`src/rtl/stripe_scheduler.sv`:
```
// Stripe initiator for a PE array: loads PE_NUM-base B stripes, streams A bases, collects stripe scores.
// Optional feature: define GLOBAL_MAX_EN to add o_global_max (running max of reported scores).
module stripe_scheduler #(
    parameter int PE_NUM  = 64,
    parameter int ADDR_W  = 10,
    parameter int LEN_A   = 1024,
    parameter int SCORE_W = 14,
    parameter int STR_W   = 4,
    parameter int TIMEOUT = 255
) (
    input  logic                  i_clk,
    input  logic                  i_rst,
    input  logic                  i_go,
    input  logic [STR_W-1:0]      i_num_stripes,
    output logic [ADDR_W-1:0]     o_addr_a,
    input  logic [1:0]            i_data_a,
    output logic [ADDR_W-1:0]     o_addr_b,
    input  logic [1:0]            i_data_b,
    output logic [2*PE_NUM-1:0]   o_B,
    output logic [1:0]            o_A,
    output logic                  o_start,
    input  logic                  i_stripe_end,
    input  logic [ADDR_W-1:0]     i_start_position,
    input  logic [SCORE_W-1:0]    i_max_score,
    output logic                  o_score_valid,
    output logic [SCORE_W-1:0]    o_score,
    output logic [STR_W-1:0]      o_stripe_idx,
    output logic                  o_timeout,
    output logic                  o_busy,
    output logic                  o_done
`ifdef GLOBAL_MAX_EN
    ,
    output logic [SCORE_W-1:0]    o_global_max
`endif
);

    localparam int CNT_W = $clog2(PE_NUM + 1);
    localparam int TMR_W = $clog2(TIMEOUT + 1);

    localparam logic [2:0] S_IDLE     = 3'd0;
    localparam logic [2:0] S_LOAD_B   = 3'd1;
    localparam logic [2:0] S_SETTLE   = 3'd2;
    localparam logic [2:0] S_STREAM   = 3'd3;
    localparam logic [2:0] S_WAIT_END = 3'd4;
    localparam logic [2:0] S_REPORT   = 3'd5;
    localparam logic [2:0] S_DONE     = 3'd6;

    localparam logic [ADDR_W-1:0] LAST_A        = ADDR_W'(LEN_A - 1);
    localparam logic [ADDR_W:0]   LEN_A_X       = (ADDR_W + 1)'(LEN_A);
    localparam logic [CNT_W-1:0]  CNT_LAST      = CNT_W'(PE_NUM);
    localparam logic [CNT_W-1:0]  CNT_ADDR_LAST = CNT_W'(PE_NUM - 1);
    localparam logic [TMR_W-1:0]  TMR_LAST      = TMR_W'(TIMEOUT - 1);

    logic [2:0]          state_q, state_d;
    logic [CNT_W-1:0]    cnt_q, cnt_d;
    logic [TMR_W-1:0]    tmr_q, tmr_d;
    logic [STR_W-1:0]    k_q, k_d;
    logic [STR_W-1:0]    num_q, num_d;
    logic [ADDR_W-1:0]   pos_q, pos_d;
    logic [ADDR_W-1:0]   off_q, off_d;
    logic [SCORE_W-1:0]  score_q, score_d;
    logic [ADDR_W-1:0]   addr_a_q, addr_a_d;
    logic [ADDR_W-1:0]   addr_b_q, addr_b_d;
    logic                start_q, start_d;
    logic [1:0]          a_hold_q, a_hold_d;
    logic                timeout_q, timeout_d;
    logic [1:0]          b_q [PE_NUM];

    logic [STR_W:0]      k_inc;
    logic [ADDR_W:0]     pos_sum;

    assign k_inc   = {1'b0, k_q} + (STR_W + 1)'(1);
    assign pos_sum = {1'b0, pos_q} + {1'b0, off_q};

    always_comb begin
        state_d   = state_q;
        cnt_d     = cnt_q;
        tmr_d     = tmr_q;
        k_d       = k_q;
        num_d     = num_q;
        pos_d     = pos_q;
        off_d     = off_q;
        score_d   = score_q;
        addr_a_d  = addr_a_q;
        addr_b_d  = addr_b_q;
        start_d   = start_q;
        timeout_d = timeout_q;
        a_hold_d  = start_q ? i_data_a : a_hold_q;
        case (state_q)
            S_IDLE: begin
                if (i_go) begin
                    timeout_d = 1'b0;
                    k_d       = '0;
                    pos_d     = '0;
                    num_d     = i_num_stripes;
                    if (i_num_stripes == '0) begin
                        state_d = S_DONE;
                    end else begin
                        state_d  = S_LOAD_B;
                        cnt_d    = '0;
                        addr_b_d = '0;
                    end
                end
            end
            S_LOAD_B: begin
                // Address runs one cycle ahead of the lane write, hence PE_NUM+1 cycles.
                if (cnt_q < CNT_ADDR_LAST) addr_b_d = addr_b_q + ADDR_W'(1);
                if (cnt_q == CNT_LAST) state_d = S_SETTLE;
                else                   cnt_d   = cnt_q + CNT_W'(1);
            end
            S_SETTLE: begin
                addr_a_d = pos_q;
                state_d  = S_STREAM;
            end
            S_STREAM: begin
                if (i_stripe_end) begin
                    score_d = i_max_score;
                    off_d   = i_start_position;
                    start_d = 1'b0;
                    state_d = S_REPORT;
                end else begin
                    start_d = 1'b1;
                    if (addr_a_q == LAST_A) begin
                        state_d = S_WAIT_END;
                        tmr_d   = '0;
                    end else begin
                        addr_a_d = addr_a_q + ADDR_W'(1);
                    end
                end
            end
            S_WAIT_END: begin
                start_d = 1'b0;
                if (i_stripe_end) begin
                    score_d = i_max_score;
                    off_d   = i_start_position;
                    state_d = S_REPORT;
                end else if (!start_q) begin
                    // Timer only runs once the final base has left.
                    if (tmr_q == TMR_LAST) begin
                        score_d   = '0;
                        off_d     = '0;
                        timeout_d = 1'b1;
                        state_d   = S_REPORT;
                    end else begin
                        tmr_d = tmr_q + TMR_W'(1);
                    end
                end
            end
            S_REPORT: begin
                if (pos_sum >= LEN_A_X) begin
                    state_d = S_DONE;
                end else begin
                    pos_d = pos_sum[ADDR_W-1:0];
                    if (k_inc < {1'b0, num_q}) begin
                        k_d      = k_inc[STR_W-1:0];
                        cnt_d    = '0;
                        addr_b_d = ADDR_W'(32'(k_inc) * PE_NUM);
                        state_d  = S_LOAD_B;
                    end else begin
                        state_d = S_DONE;
                    end
                end
            end
            S_DONE:  state_d = S_IDLE;
            default: state_d = S_IDLE;
        endcase
    end

    always_ff @(posedge i_clk) begin
        if (i_rst) begin
            state_q   <= S_IDLE;
            cnt_q     <= '0;
            tmr_q     <= '0;
            k_q       <= '0;
            num_q     <= '0;
            pos_q     <= '0;
            off_q     <= '0;
            score_q   <= '0;
            addr_a_q  <= '0;
            addr_b_q  <= '0;
            start_q   <= 1'b0;
            a_hold_q  <= '0;
            timeout_q <= 1'b0;
        end else begin
            state_q   <= state_d;
            cnt_q     <= cnt_d;
            tmr_q     <= tmr_d;
            k_q       <= k_d;
            num_q     <= num_d;
            pos_q     <= pos_d;
            off_q     <= off_d;
            score_q   <= score_d;
            addr_a_q  <= addr_a_d;
            addr_b_q  <= addr_b_d;
            start_q   <= start_d;
            a_hold_q  <= a_hold_d;
            timeout_q <= timeout_d;
        end
    end

    // Lane gi receives the data returned for address n=gi, one cycle after it was issued.
    for (genvar gi = 0; gi < PE_NUM; gi++) begin : g_lane
        always_ff @(posedge i_clk) begin
            if (i_rst) begin
                b_q[gi] <= '0;
            end else if (state_q == S_LOAD_B && cnt_q == CNT_W'(gi + 1)) begin
                b_q[gi] <= i_data_b;
            end
        end
        assign o_B[2*gi +: 2] = b_q[gi];
    end

`ifdef GLOBAL_MAX_EN
    logic [SCORE_W-1:0] gmax_q;

    always_ff @(posedge i_clk) begin
        if (i_rst) begin
            gmax_q <= '0;
        end else if (state_q == S_IDLE && i_go) begin
            gmax_q <= '0;
        end else if (state_q == S_REPORT && score_q > gmax_q) begin
            gmax_q <= score_q;
        end
    end

    assign o_global_max = gmax_q;
`else
    // Running maximum not tracked in this build.
`endif

    assign o_addr_a      = addr_a_q;
    assign o_addr_b      = addr_b_q;
    assign o_start       = start_q;
    assign o_A           = start_q ? i_data_a : a_hold_q;
    assign o_score_valid = (state_q == S_REPORT);
    assign o_score       = score_q;
    assign o_stripe_idx  = k_q;
    assign o_timeout     = timeout_q;
    assign o_busy        = (state_q != S_IDLE);
    assign o_done        = (state_q == S_DONE);

endmodule

```
`config.mk`:
```
export PLATFORM = sky130hd
export DESIGN_NAME = stripe_scheduler
export DESIGN_NICKNAME = d
export VERILOG_FILES = /design/src/rtl/stripe_scheduler.sv
export SDC_FILE = /design/constraint.sdc
export NUM_CORES = 1
export LEC_CHECK = 0
export CORE_UTILIZATION = 29
export DETAILED_ROUTE_END_ITERATION = 10
export GPL_TIMING_DRIVEN = 0
export PLACE_DENSITY = 0.6
export SYNTH_ARGS = -nofsm -noshare
export SYNTH_HDL_FRONTEND = slang
export SYNTH_SLANG_ARGS = --single-unit
export TNS_END_PERCENT = 10
```
`constraint.sdc`:
```
create_clock -name i_clk -period 3.5 [get_ports i_clk]
set_input_delay 0.7 -clock i_clk [delete_from_list [all_inputs] [get_ports i_clk]]
set_output_delay 0.7 -clock i_clk [all_outputs]
set_load 0.1 [all_outputs]
```
==> metrics.md, run 1 <==
| Metric | Value |
|---|---|
| Post-route setup slack | 172 ps |
| Share of layout cells above drive strength 1 | 4.33% |
| Total gr overflow | 0 |
| Worst Path Class, Setup | reg2out |
| WP data arrival | 2630 ps |
| Setup TNS | 0 ps |
| Reg2reg start | o_stripe_idx[0] |
| Wire per inst | roughly 17 um |
| Cells on Worst Hold Path | 2 |
| Hold Buf Count CTS | 0 |
| Drt pass-1 iters | 5 |
| Max_cap viols | 0 |
| Height of the die | 183 um |
| Reg2Reg Setup Slack | 570 ps |
| Crit path top cell by count | clkbuf_1 |
| Vias | 8103 |
| # IOs | 209 |
| Critical path's largest stage delay | 870 ps |
| Leakage | 4.25 nW |
| Die area | 0.0334 mm^2 |
| Hold Slack | 459 ps |
| Multi-input combinational cell area | 0.00362 mm^2 |
| Pre-CTS setup slack | 376 ps |
| Clock transition at the registers of the reported paths | 60 ps |
| Post-synthesis instance area | around 0.0095 mm^2 |
| Synth-to-layout area growth | 35.4% |
| CTS tree | yes |
| CP max FO | 10 |
| Fmax | 301 MHz |
| Worst setup path start | state_q[1] |
| PwrDens | 480 mW/mm^2 |
| Insertion delay to the later sink of the worst-skew pair | ~530 ps |
| Detailed-route wire length | 27500 um |
| Hold Crit Start | num_q[2] |
| HPWL after DPL | 21100 um |
| Setup crit end kind | output port |
| Rows | 65 |
| Worst r2r path cells | 9 |
| Outcome | complete, no violations |
| Post-CTS Repair Setup Buffers | 0 |
| Period utilisation layout | between 90% and 100% |
| Storage cell area | 0.00553 mm^2 |
| Total nets after synthesis | 1008 |
| FFs w/ async S/R, synth | 0% |
| IO buf count | 206 |
| Flops & latches, synth | 212 |
| Vias in the first global route | a little under 8000 |
| Endpoint with the worst hold slack | num_q[2] |
| Crit path time final | 3330 ps |
| Reg-to-reg endpoint | o_addr_b[4] |
| Fin. Hold Viols | 0 |
| Post-route ant nets | 0 |
| Buf/Inv on CP | 3 |
| Htree depth | 1 |
| CP max stage cell | clkdlybuf4s15_1 |
| # clock sinks | 212 |
| Core area | 0.0319 mm^2 |
| Maximum clock insertion buffer count | 3 |
| Dominant synthesized flop cell | edfxtp_1 |
| Post-synthesis sequential area ratio | 58.3% |
| Final setup viols | 0 |
| Initial antenna violation count | 0 |
| Post-CTS sizing | 1 |
| Syn Inst Count | 949 |
| Vias/cell | just under 5 |
| Maximum VDD drop | 0.309 mV |
| Unrepaired setup endpoints after global routing | false |
| Top delay family on crit path | buffers and inverters |
| Most frequent cells in the layout | clkdlybuf4s50_1, nor2_1, edfxtp_1 |
| Startpoint types | flop |
| Leading cell type in the layout, fill and taps excluded | clkdlybuf4s50_1 |
| Post-synth cell types | between 60 and 70 |
| Worst slew margin | between 7 and 8% |
| Drt first-iter violations | 493 |
| DRC | 0 |
| Gr usage total | 16.1% |
| Final net count | 1241 |
| Avg Inst Size Synth | 10.0 um^2 |
| Post-synth EDFFs | ~130 |
| Worst-margin pin slew | 1370 ps |
| Required time of the worst setup path | about 2800 ps |
| Critical path, cell by cell | clkbuf_1, clkbuf_1, nand2_1, nor2_1, clkdlybuf4s15_1 |
| ANT cells | 0 |
| Root Buffer | clkbuf_16 |
| Hold crit path type | reg2reg |
| Clock Skew | 9.36 ps |
| Num CTS Buffers | 25 |
| Starting density of the core | 29.8% |
| Die width | 183 um |
| Largest net degree at the start of global routing | 14 |
| Routability Congestion | 0.829 |
| Filler Cell Count | 3145 |
| Synth Warn # | 0 |
| Max Slew Vio Count | 0 |
| Global-route wire length before repair | 42500 um |
## cell families after synthesis
logic type | share of synthesized area (%)
buffers and inverters | 3.59
flip-flops | 58.3
adder cells (fa/ha/maj) | 3.11
XOR/XNOR | 1.02
AND/OR/NAND/NOR | 18.1
AO/OA/AOI/OAI | 15.4
multiplexers | 0.475
## worst max path at each step
stage | end | cells after the start
6_report | o_done | 5
2_1_floorplan | o_addr_b[2] | 9
5_1_grt | o_done | 5
3_5_place_dp | o_A[1] | 3
3_3_place_gp | o_A[0] | 3
4_1_cts | o_busy | 5
## synth_stat cells, drive strengths merged, types with 6 or more instances
| library cell | n | area share, % |
|---|---|---|
| nor2 | 194 | 7.7 |
| edfxtp | 128 | 41 |
| o21ai | 96 | 5.1 |
| dfxtp | 84 | 18 |
| clkbuf | 68 | 2.7 |
| nand2 | 66 | 2.6 |
| a21oi | 43 | 2.3 |
| nand3 | 33 | 1.7 |
| a22oi | 26 | 2.1 |
| ha | 22 | 2.9 |
| nor3 | 19 | 1.1 |
| inv | 15 | 0.59 |
| nand4 | 13 | 0.86 |
| a31oi | 11 | 0.88 |
| a211oi | 10 | 0.79 |
| nand3b | 8 | 0.63 |
| or3 | 8 | 0.54 |
| nor2b | 7 | 0.54 |
| o31ai | 6 | 0.53 |
| xor2 | 6 | 0.55 |
## cell type report
cell class | count | area share [%]
Buffer | 72 | 2.18
Multi-Input combinational cell | 649 | 28.2
Clock buffer | 36 | 5.35
Tap cell | 435 | 4.24
Inverter | 16 | 0.468
Clock inverter | 9 | 0.439
Timing Repair Buffer | 206 | 16.1
Sequential cell | 212 | 43.0
## layer usage
metal	GRT usage, %	up-vias	wire length [um]
li1	-	3902	-
met3	3.75	37	2320
met1	20.7	3796	12000
met5	0	-	0
met4	4.07	0	565
met2	27.0	368	12600
## where the power goes
| part | internal [W] | switching (W) |
|---|---|---|
| Combinational | 0.000227 | 0.000794 |
| Clock | 0.00136 | 0.00102 |
| Sequential | 0.00271 | 0.0000460 |
| Total | 0.00430 | 0.00186 |
## worst min-delay path: cells and delay by family (launching register included)
family | cells | cell delay, ps
AOI/OAI and AO/OA | 1 | 50
DFF | 1 | 310
and+or+nand+nor | 1 | 50
## metrics by stage
step | util, % | std cells | power, W | area, um^2
finish | 40.3 | 1635 | 0.00617 | 12800
global route | 40.3 | 1635 | 0.00638 | 12800
CTS | 40.3 | 1635 | 0.00621 | 12800
detailed placement | 37.9 | 1590 | 0.00383 | 12100
global placement | 37.9 | 1590 | 0.00383 | 12100
floorplan | - | 949 | 0.00354 | 9490
## sequential cells by signal, indices dropped and copies added (netlist names), 7 cells and up
signal and cells:
off_q 10, pos_q 10, o_addr_b 10, o_addr_a 10, cnt_q 7, o_score 14, b_q 128, tmr_q 8
Note: power is estimated with default switching activity, not from simulation.
==> inputs of run 2 (changes only) <==
- CORE_UTILIZATION: 29 -> 40
- PLACE_DENSITY: 0.6 -> 0.75
==> run 2 against run 1 <==
Core utilization grew 15 points; power down 0.51%; register-to-register slack about the same; cell count shrank 7.6%; combinational power is essentially flat; critical path type unchanged; largest cell class unchanged.
==> metrics.md, run 2 (synthesized netlist as in run 1, its figures left out) <==
| Metric | Value |
|---|---|
| Setup TNS | 0 ps (unchanged) |
| Htree depth | 1 (unchanged) |
| Detailed-route wire length | 26400 um (-3.9%) |
| Outcome | complete, no violations |
| Core area | 0.0229 mm^2 (-28%) |
| Final setup viols | 0 (unchanged) |
| ANT cells | 0 (unchanged) |
| Wire per inst | 17.5 um (+4.0%) |
| # IOs | 209 (unchanged) |
| DRC | 0 (unchanged) |
| Max_cap viols | 0 (unchanged) |
| Crit path time final | 3320 ps (-10.6 ps) |
| Height of the die | 156 um (-15%) |
| Die width | 156 um (-15%) |
| Unrepaired setup endpoints after global routing | false |
| Startpoint types | flop |
| Top reg by flops | b_q |
| Vias | 8300 (+2.4%) |
| Post-route ant nets | 0 (unchanged) |
| Critical path's largest stage delay | 890 ps (+20 ps) |
| Maximum clock insertion buffer count | 3 (unchanged) |
| Global-route wire length before repair | 40800 um (-3.9%) |
| Drt first-iter violations | 732 (+48%) |
| Max Slew Vio Count | 0 (unchanged) |
| Period utilisation layout | 94.8% (-0.30 points) |
| Worst-margin pin slew | 1050 ps (-319 ps) |
| Most frequent cells in the layout | clkdlybuf4s50_1, nor2_1, edfxtp_1 |
| CP max stage cell | dlygate4sd2_1 |
| Fmax | 301 MHz (+0.32%) |
| Critical path, cell by cell | clkbuf_1, clkbuf_1, nand2_1, nor2_1, dlygate4sd2_1 |
| CTS tree | yes |
| Gr usage total | 21.3% (+5.2 points) |
| Leading cell type in the layout, fill and taps excluded | clkdlybuf4s50_1 |
| IO buf count | 206 (unchanged) |
| Largest net degree at the start of global routing | 13 (-1) |
| Hold crit path type | reg2reg |
| Vias/cell | 5.49 (+11%) |
| Insertion delay to the later sink of the worst-skew pair | 520 ps (about the same) |
| Hold Buf Count CTS | 0 (unchanged) |
| Vias in the first global route | 7759 (+0.74%) |
| Worst Path Class, Setup | reg2out |
| Fin. Hold Viols | 0 (unchanged) |
| Leakage | 4.24 nW (about the same) |
| Total gr overflow | 0 (unchanged) |
| Drt pass-1 iters | 5 (unchanged) |
| Num CTS Buffers | 24 (-4.0%) |
| Die area | 0.0243 mm^2 (-27%) |
| # clock sinks | 212 (unchanged) |
| CP max FO | 10 (unchanged) |
| Rows | 55 (-15%) |
| HPWL after DPL | 19800 um (-6.4%) |
| Post-CTS Repair Setup Buffers | 0 (unchanged) |
| Max FFs per register | 128 (unchanged) |
| Worst slew margin | 29.9% (+22 points) |
| Clock Skew | 16.0 ps (+6.67 ps) |
| Required time of the worst setup path | 2800 ps (about the same) |
| Starting density of the core | 41.4% (+12 points) |
| Maximum VDD drop | 0.310 mV (+0.38%) |
| Root Buffer | clkbuf_16 |
| Hold Slack | 454 ps (-5.35 ps) |
| Synth-to-layout area growth | 33.6% |
| Share of layout cells above drive strength 1 | 4.26% (-0.076 points) |
| WP data arrival | 2620 ps (about the same) |
| Clock transition at the registers of the reported paths | 50 ps (about the same) |
| Crit path top cell by count | clkbuf_1 |
| Initial antenna violation count | 0 (unchanged) |
| Routability Congestion | 0.878 (+5.8%) |
| Setup crit end kind | output port |
| Final net count | 1241 (unchanged) |
| PwrDens | 484 mW/mm^2 (+0.82%) |
## run 2: final cells by class
| class | instances | area, um^2 |
|---|---|---|
| tap | 313 | 392 |
| timing repair buffer | 207 | 2070 |
| clock inverter | 7 | 71.3 |
| clock buffer | 35 | 652 |
| inverter | 16 | 60.1 |
| fill | 1953 | 10200 |
| multi-input combinational | 649 | 3620 |
| sequential | 212 | 5530 |
| buffer | 72 | 280 |
## run 2: per-stage QoR
step	setup WS, ps	instances	instance area, um^2	total power (W)	utilization [%]
5_1_grt	64.6	1511	12700	0.00631	55.3
6_report	183	1511	12700	0.00613	55.3
4_1_cts	69.6	1510	12700	0.00616	55.2
2_1_floorplan	250	949	9490	0.00354	-
3_3_place_gp	372	1468	11900	0.00381	52.1
3_5_place_dp	370	1468	11900	0.00382	52.1
## run 2: worst max-delay path, delay by kind of cell (launching register included)
| family | cells | cell delay [ps] |
|---|---|---|
| flip-flops | 1 | 300 |
| AND/OR/NAND/NOR | 2 | 320 |
| buffers and inverters | 3 | 1490 |
## run 2: power by group
group	internal (W)	leakage, nW	switching [W]
sequential	0.00271	2.00	0.0000457
clock	0.00137	0.349	0.000992
combinational	0.000227	1.90	0.000792
## run 2: path summary, 6_finish.rpt
check	slack (ps)	depth (start not counted)	endpoint	from
setup reg to reg	570	8	o_addr_b[5]	o_stripe_idx[0]
hold / removal	450	2	num_q[0]	num_q[0]
hold reg to reg	450	2	num_q[0]	num_q[0]
setup / recovery	180	5	o_done	state_q[1]
## run 2: routing by layer
metal / vias to the layer above / global-route usage (%) / share of wire [%]
li1: 3894 / - / -
met1: 3916 / 26.3 / 41
met5: - / 0 / 0
met4: 0 / 5.88 / 2.3
met3: 52 / 4.64 / 8.6
met2: 438 / 37.3 / 48
## run 2: repair_timing
action                     CTS  global route
resized for setup            1             2
setup endpoints to repair    1             2
hold endpoints to repair     0             0
